$ cat config.mk
export PLATFORM = sky130hd
export DESIGN_NAME = jpeg_capture_sequencer
export DESIGN_NICKNAME = d
export VERILOG_FILES = /design/src/rtl/jpeg_capture_pkg.sv /design/src/rtl/jpeg_out_pacer.sv /design/src/rtl/jpeg_capture_sequencer.sv
export SDC_FILE = /design/constraint.sdc
export NUM_CORES = 1
export LEC_CHECK = 0
export CORE_MARGIN = 5
export CORE_UTILIZATION = 45
export DETAILED_ROUTE_END_ITERATION = 10
export HOLD_SLACK_MARGIN = 0.06
export PLACE_DENSITY_LB_ADDON = 0.1
export SYNTH_ARGS = -nofsm -noshare
export SYNTH_HDL_FRONTEND = slang
export SYNTH_SLANG_ARGS = --single-unit
export TNS_END_PERCENT = 50
$ cat constraint.sdc
create_clock -name clk -period 2.4 [get_ports clk]
set_clock_uncertainty 0.15 [all_clocks]
set_input_delay 0.6 -clock clk [delete_from_list [all_inputs] [get_ports clk]]
set_output_delay 0.6 -clock clk [all_outputs]
set_load 0.005 [all_outputs]
$ cat src/rtl/jpeg_capture_pkg.sv
// Shared types and helpers for the JPEG capture sequencer and its output pacer.
package jpeg_capture_pkg;

    localparam int MaxBytes = 8;

    typedef enum logic [2:0] {
        StIdle     = 3'd0,
        StReset    = 3'd1,
        StWaitSof  = 3'd2,
        StCompress = 3'd3,
        StDone     = 3'd4,
        StError    = 3'd5
    } capture_state_t;

    // Reverses the order of the lowest n_bytes bytes; bytes above n_bytes come back as zero.
    function automatic logic [8*MaxBytes-1:0] byte_swap(input logic [8*MaxBytes-1:0] data,
                                                        input int n_bytes);
        logic [8*MaxBytes-1:0] swapped;
        swapped = '0;
        for (int i = 0; i < MaxBytes; i++) begin
            if (i < n_bytes) begin
                swapped[8*i +: 8] = data[8*(n_bytes-1-i) +: 8];
            end
        end
        return swapped;
    endfunction

endpackage

$ cat src/rtl/jpeg_out_pacer.sv
// Paces encoder beats with a minimum idle gap and optionally reverses byte order.
module jpeg_out_pacer
    import jpeg_capture_pkg::*;
#(
    parameter int unsigned DATA_BYTES = 4,
    parameter int unsigned GAP_CYCLES = 1,
    parameter bit          SWAP_BYTES = 1'b1
) (
    input  logic                    clk,
    input  logic                    reset,
    input  logic                    active_i,
    input  logic [8*DATA_BYTES-1:0] enc_data_i,
    input  logic                    enc_valid_i,
    output logic [8*DATA_BYTES-1:0] data_o,
    output logic                    data_valid_o,
    output logic                    enc_hold_o
);

    localparam int unsigned DataW = 8 * DATA_BYTES;

    logic [2:0] gap_q, gap_d;

    always_comb begin
        data_valid_o = enc_valid_i & active_i & (gap_q == 3'd0);
        enc_hold_o   = enc_valid_i & ~data_valid_o;
        gap_d        = gap_q;
        if (data_valid_o) begin
            gap_d = 3'(GAP_CYCLES);
        end else if (gap_q != 3'd0) begin
            gap_d = gap_q - 3'd1;
        end
    end

    always_ff @(posedge clk) begin
        if (reset) begin
            gap_q <= 3'd0;
        end else begin
            gap_q <= gap_d;
        end
    end

    if (SWAP_BYTES) begin : g_swap
        logic [8*MaxBytes-1:0] data_wide;
        logic [8*MaxBytes-1:0] data_swapped;
        always_comb begin
            data_wide              = '0;
            data_wide[DataW-1:0]   = enc_data_i;
            data_swapped           = byte_swap(data_wide, int'(DATA_BYTES));
            data_o                 = data_swapped[DataW-1:0];
        end
    end else begin : g_pass
        assign data_o = enc_data_i;
    end

endmodule

$ cat src/rtl/jpeg_capture_sequencer.sv
// Burst capture controller: sequences encoder reset/enable per frame, runs the watchdog
// and per-frame counters, and emits paced encoder output.
module jpeg_capture_sequencer
    import jpeg_capture_pkg::*;
#(
    parameter int unsigned DATA_BYTES = 4,
    parameter int unsigned GAP_CYCLES = 1,
    parameter int unsigned MAX_FRAMES = 4,
    parameter int unsigned TIMEOUT_W  = 24,
    parameter int unsigned ADDR_W     = 16,
    parameter bit          SWAP_BYTES = 1'b1
) (
    input  logic                               clk,
    input  logic                               reset,
    input  logic                               start_capture_in,
    input  logic                               abort_in,
    input  logic [$clog2(MAX_FRAMES+1)-1:0]    frame_count_in,
    input  logic [TIMEOUT_W-1:0]               timeout_in,
    input  logic                               frame_valid_in,
    input  logic [8*DATA_BYTES-1:0]            enc_data_in,
    input  logic                               enc_valid_in,
    input  logic                               enc_last_in,
    output logic                               enc_hold_out,
    output logic                               enc_reset_out,
    output logic                               enc_en_out,
    output logic [8*DATA_BYTES-1:0]            data_out,
    output logic                               data_valid_out,
    output logic [ADDR_W-1:0]                  byte_count_out,
    output logic [$clog2(MAX_FRAMES+1)-1:0]    frames_done_out,
    output logic                               frame_done_out,
    output logic                               image_valid_out,
    output logic                               error_out,
    output logic                               busy_out
);

    localparam int unsigned FrameW = $clog2(MAX_FRAMES + 1);
    localparam int unsigned SumW   = ADDR_W + 1;
    localparam logic [FrameW-1:0] MaxFrames = FrameW'(MAX_FRAMES);

    capture_state_t        state_q, state_d;
    logic [FrameW-1:0]     target_q, target_d;
    logic [FrameW-1:0]     frames_done_q, frames_done_d;
    logic [FrameW-1:0]     frames_inc;
    logic [ADDR_W-1:0]     byte_count_q, byte_count_d;
    logic [SumW-1:0]       byte_sum;
    logic [TIMEOUT_W-1:0]  wdog_q, wdog_d, wdog_inc;
    logic                  frame_done_q, frame_done_d;
    logic                  beat, last_beat, expired;

    jpeg_out_pacer #(
        .DATA_BYTES (DATA_BYTES),
        .GAP_CYCLES (GAP_CYCLES),
        .SWAP_BYTES (SWAP_BYTES)
    ) u_pacer (
        .clk          (clk),
        .reset        (reset),
        .active_i     (state_q == StCompress),
        .enc_data_i   (enc_data_in),
        .enc_valid_i  (enc_valid_in),
        .data_o       (data_out),
        .data_valid_o (data_valid_out),
        .enc_hold_o   (enc_hold_out)
    );

    assign beat       = data_valid_out;
    assign last_beat  = beat & enc_last_in;
    assign expired    = (timeout_in != '0) && (wdog_q == timeout_in);
    assign wdog_inc   = (wdog_q == '1) ? wdog_q : wdog_q + TIMEOUT_W'(1);
    assign frames_inc = frames_done_q + FrameW'(1);
    assign byte_sum   = {1'b0, byte_count_q} + SumW'(DATA_BYTES);

    always_comb begin
        state_d       = state_q;
        target_d      = target_q;
        frames_done_d = frames_done_q;
        byte_count_d  = byte_count_q;
        wdog_d        = '0;
        frame_done_d  = 1'b0;

        if (beat) begin
            byte_count_d = byte_sum[ADDR_W] ? '1 : byte_sum[ADDR_W-1:0];
        end

        unique case (state_q)
            StIdle, StDone, StError: begin
                if (start_capture_in && (frame_count_in != '0)) begin
                    target_d      = (frame_count_in > MaxFrames) ? MaxFrames : frame_count_in;
                    frames_done_d = '0;
                    byte_count_d  = '0;
                    state_d       = StReset;
                end
            end
            StReset: begin
                byte_count_d = '0;
                if (!frame_valid_in) begin
                    state_d = StWaitSof;
                end
            end
            StWaitSof: begin
                wdog_d = wdog_inc;
                // Expiry is checked first so a late frame start cannot overrun the limit.
                if (expired) begin
                    state_d = StError;
                end else if (frame_valid_in) begin
                    state_d = StCompress;
                end
            end
            StCompress: begin
                wdog_d = beat ? '0 : wdog_inc;
                if (last_beat) begin
                    frame_done_d  = 1'b1;
                    frames_done_d = frames_inc;
                    state_d       = (frames_inc < target_q) ? StReset : StDone;
                end else if (expired && !beat) begin
                    state_d = StError;
                end
            end
            default: state_d = StIdle;
        endcase

        if (abort_in && (state_q inside {StReset, StWaitSof, StCompress})) begin
            state_d       = StIdle;
            frame_done_d  = 1'b0;
            frames_done_d = frames_done_q;
        end
    end

    always_ff @(posedge clk) begin
        if (reset) begin
            state_q       <= StIdle;
            target_q      <= '0;
            frames_done_q <= '0;
            byte_count_q  <= '0;
            wdog_q        <= '0;
            frame_done_q  <= 1'b0;
        end else begin
            state_q       <= state_d;
            target_q      <= target_d;
            frames_done_q <= frames_done_d;
            byte_count_q  <= byte_count_d;
            wdog_q        <= wdog_d;
            frame_done_q  <= frame_done_d;
        end
    end

    assign enc_reset_out   = (state_q == StIdle) || (state_q == StReset) || (state_q == StError);
    assign enc_en_out      = (state_q == StWaitSof) || (state_q == StCompress);
    assign busy_out        = (state_q == StReset) || enc_en_out;
    assign image_valid_out = (state_q == StDone);
    assign error_out       = (state_q == StError);
    assign byte_count_out  = byte_count_q;
    assign frames_done_out = frames_done_q;
    assign frame_done_out  = frame_done_q;

endmodule

==> results.json <==
{
  "grt_pass1_wl_um": 12900,
  "die_x_um": 95.2,
  "grt_max_degree": 19,
  "wire_per_inst_um": 14.0,
  "grt_setup_unrepaired": "true",
  "path_max_fanout": 7,
  "clkSinkCount": 53,
  "dieArea_um2": 9060,
  "hold_path_class": "reg2reg",
  "grt.total_usage": 0.176,
  "core_area_um2": 7180,
  "vias": 2804,
  "dp_cells": 535,
  "slew_violations": 0,
  "placementRows": 31,
  "fmax_ghz": 0.429,
  "cts_tree": "built",
  "critPathSlowestCell": "clkdlybuf4s50_1",
  "netlist_area_um2": 3270,
  "numPortBuffers": 60,
  "max_stage_delay_ns": 0.53,
  "postSynthCellCount": 389,
  "path_cells": "buf_4 -> nor3b_4 -> clkdlybuf4s50_1",
  "drc": 0,
  "p_total_mw": 2.33,
  "cts_buffers": 5,
  "yosysWarnings": 0,
  "diodes": 0,
  "stdcell_count": 543,
  "maxSlewHeadroom": 0.547,
  "wirelength_um": 7580,
  "reg2reg_from": "frames_done_out[0]",
  "drive_gt1_frac": 0.137,
  "area_growth_pct": 24.1,
  "crit_end": "error_out",
  "ys_ff_latch": 53,
  "syn_area_per_cell_um2": 8.40,
  "p_leak_nw": 1.54,
  "drv_cap": 0,
  "ys_types": 51,
  "viasPerCell": 5.16,
  "p_per_area_nw_per_um2": 575,
  "critPathKind": "reg2out",
  "dr.pass1.iters": 4,
  "cts_setup_buffers": 0,
  "overflow": 0,
  "yosysSeqAreaShare": 0.325,
  "cts_buffer_depth": 2,
  "period_needed_ns": 2.33,
  "tightest_slew_ns": 0.678,
  "final_nets": 516,
  "rr_endpoint": "state_q[0]",
  "crit_path_end_kind": "output port",
  "gp_congestion": 0.826,
  "timing.final.crit_share": 0.971,
  "cts_max_level": 2,
  "dp_hpwl_um": 5910,
  "antenna_found_initial": 0,
  "worstPathArrival_ns": 1.58,
  "outcome": "completed",
  "finalHoldViolations": 0,
  "rrSetupSlack_ns": 0.18,
  "synthesis.nets": 462,
  "crit_start": "state_q[1]",
  "cts_root_buf": "clkbuf_8",
  "worstPathRequired_ns": 1.65,
  "reg2reg_depth": 9,
  "clk_latency_ns": 0.31,
  "cts.reportedPaths.clkPinSlew_ns": 0.10,
  "drt_iter0_drc": 116,
  "setup_viol": 0,
  "antenna_left": 0,
  "grt_pass1_vias": 2798,
  "io_pins": 125,
  "ir_worst_vdd_v": 0.000257,
  "start_kind": "flop",
  "stdcell_area_um2": 4050,
  "die_h_um": 95.2,
  "placed_area_um2": 3910,
  "initial_core_util": 0.455
}
## layer usage
layer | GRT usage | vias up | share of wire
li1 | - | 1432 | -
met1 | 0.218 | 1293 | 0.45
met2 | 0.308 | 66 | 0.50
met3 | 0.0371 | 13 | 0.047
met4 | 0.0469 | 0 | 0.012
met5 | 0 | - | 0
## through the flow
stage / hold slack [ns] / setup TNS [ns] / util / worst slack, ns
after global routing: 0.343 / -0.00718 / 0.565 / -0.00718
final: 0.301 / 0 / 0.565 / 0.0704
after detailed placement: 0.290 / -3.15 / 0.544 / -0.310
after CTS: 0.306 / 0 / 0.562 / 0.0285
after global placement: 0.283 / -2.70 / 0.544 / -0.295
after floorplan: 0.292 / 0 / - / 0.380
## state kept, by name, indices dropped and copies added, names as in the netlist
register,flops
state_q,3
wdog_q,24
frames_done_out,3
byte_count_out,16
frame_done_out,1
u_pacer.gap_q,3
target_q,3
## critical path: cells and delay by family, from the launching register on
kind                   cells  cell delay, ns
buffers and inverters      2            0.70
DFF                        1            0.36
and+or+nand+nor            1            0.21
## final cells by class
cell class / count / area [um^2]
tap: 99 / 124
fill: 673 / 3120
sequential: 53 / 1070
multi-input combinational: 279 / 1890
clock inverter: 3 / 25.0
clock buffer: 5 / 68.8
timing repair buffer: 90 / 827
inverter: 14 / 52.6
## cells in the mapped netlist (all sizes together)
cell     count  area share
a2111oi      1      0.0027
a211oi       4      0.0092
a21o         2      0.0046
a21oi       25       0.038
a22oi        1      0.0023
a311oi       1      0.0027
a31oi        5      0.0096
and2         4      0.0077
and2b        1      0.0023
and3         5      0.0096
and4         6       0.017
and4b        1      0.0031
buf         38       0.089
clkbuf       5      0.0057
dfxtp       53        0.32
ha           7       0.027
inv         14       0.016
mux2i        3      0.0092
nand2       20       0.023
nand2b       5      0.0096
nand3       16       0.025
nand3b       3       0.015
nand4       17       0.037
nand4b       2       0.010
nor2        54       0.067
nor2b        2      0.0038
nor3         7       0.012
nor3b        2      0.0046
nor4        13       0.027
o2111ai      1      0.0027
o211a        1      0.0031
o211ai       1      0.0023
o21a         1      0.0023
o21ai        5      0.0077
o21bai       3      0.0080
o31a         1      0.0027
or2          1      0.0019
or3          2      0.0054
xnor2       22       0.059
xor2        34       0.091
## cells by family after synthesis
| group | synth area share |
|---|---|
| flops | 0.325 |
| fa+ha+maj | 0.0268 |
| compound gates | 0.0980 |
| buf+inv | 0.111 |
| xor+xnor | 0.150 |
| simple gates | 0.280 |
| mux | 0.00919 |
## worst min path at each step
stage	startpoint	to	slack, ns	depth (start not counted)
after floorplan	byte_count_out[0]	byte_count_out[0]	0.29	2
after global placement	byte_count_out[1]	byte_count_out[1]	0.28	2
after detailed placement	byte_count_out[0]	byte_count_out[0]	0.29	2
after CTS	byte_count_out[0]	byte_count_out[0]	0.31	2
after global routing	byte_count_out[1]	byte_count_out[1]	0.34	2
final	byte_count_out[1]	byte_count_out[1]	0.30	2
## power by group
group	leakage (nW)	internal (mW)	switching (mW)
Clock	0.0452	0.213	0.320
Combinational	1.07	0.390	0.406
Sequential	0.430	0.939	0.0626
## cell usage in the layout (no fill, tap or decap), types with 5 or more instances in the layout
cell type / Yosys / routed
nor2_1: 53 / 52
o21ai_0: 5 / 5
xor2_1: 34 / 34
inv_1: 14 / 12
nand3_1: 16 / 16
nor4_1: 12 / 11
clkbuf_8: 0 / 5
dfxtp_1: 53 / 48
clkdlybuf4s50_1: 0 / 57
nor3_1: 6 / 6
ha_1: 7 / 6
nand4_1: 16 / 16
xnor2_1: 22 / 22
and4_1: 5 / 5
buf_4: 33 / 30
nand2b_1: 5 / 5
nand2_1: 20 / 20
a21oi_1: 25 / 25
and3_1: 5 / 5
## timing repair
item | CTS | global route
resized for setup | 15 | 5
endpoints found under the setup margin | 5 | 5
endpoints found under the hold margin | 0 | 0
pin swaps | 1 | 2
gates cloned | 0 | 0
hold buffers | 0 | 0
No activity file was read; power rests on OpenSTA's default activity.
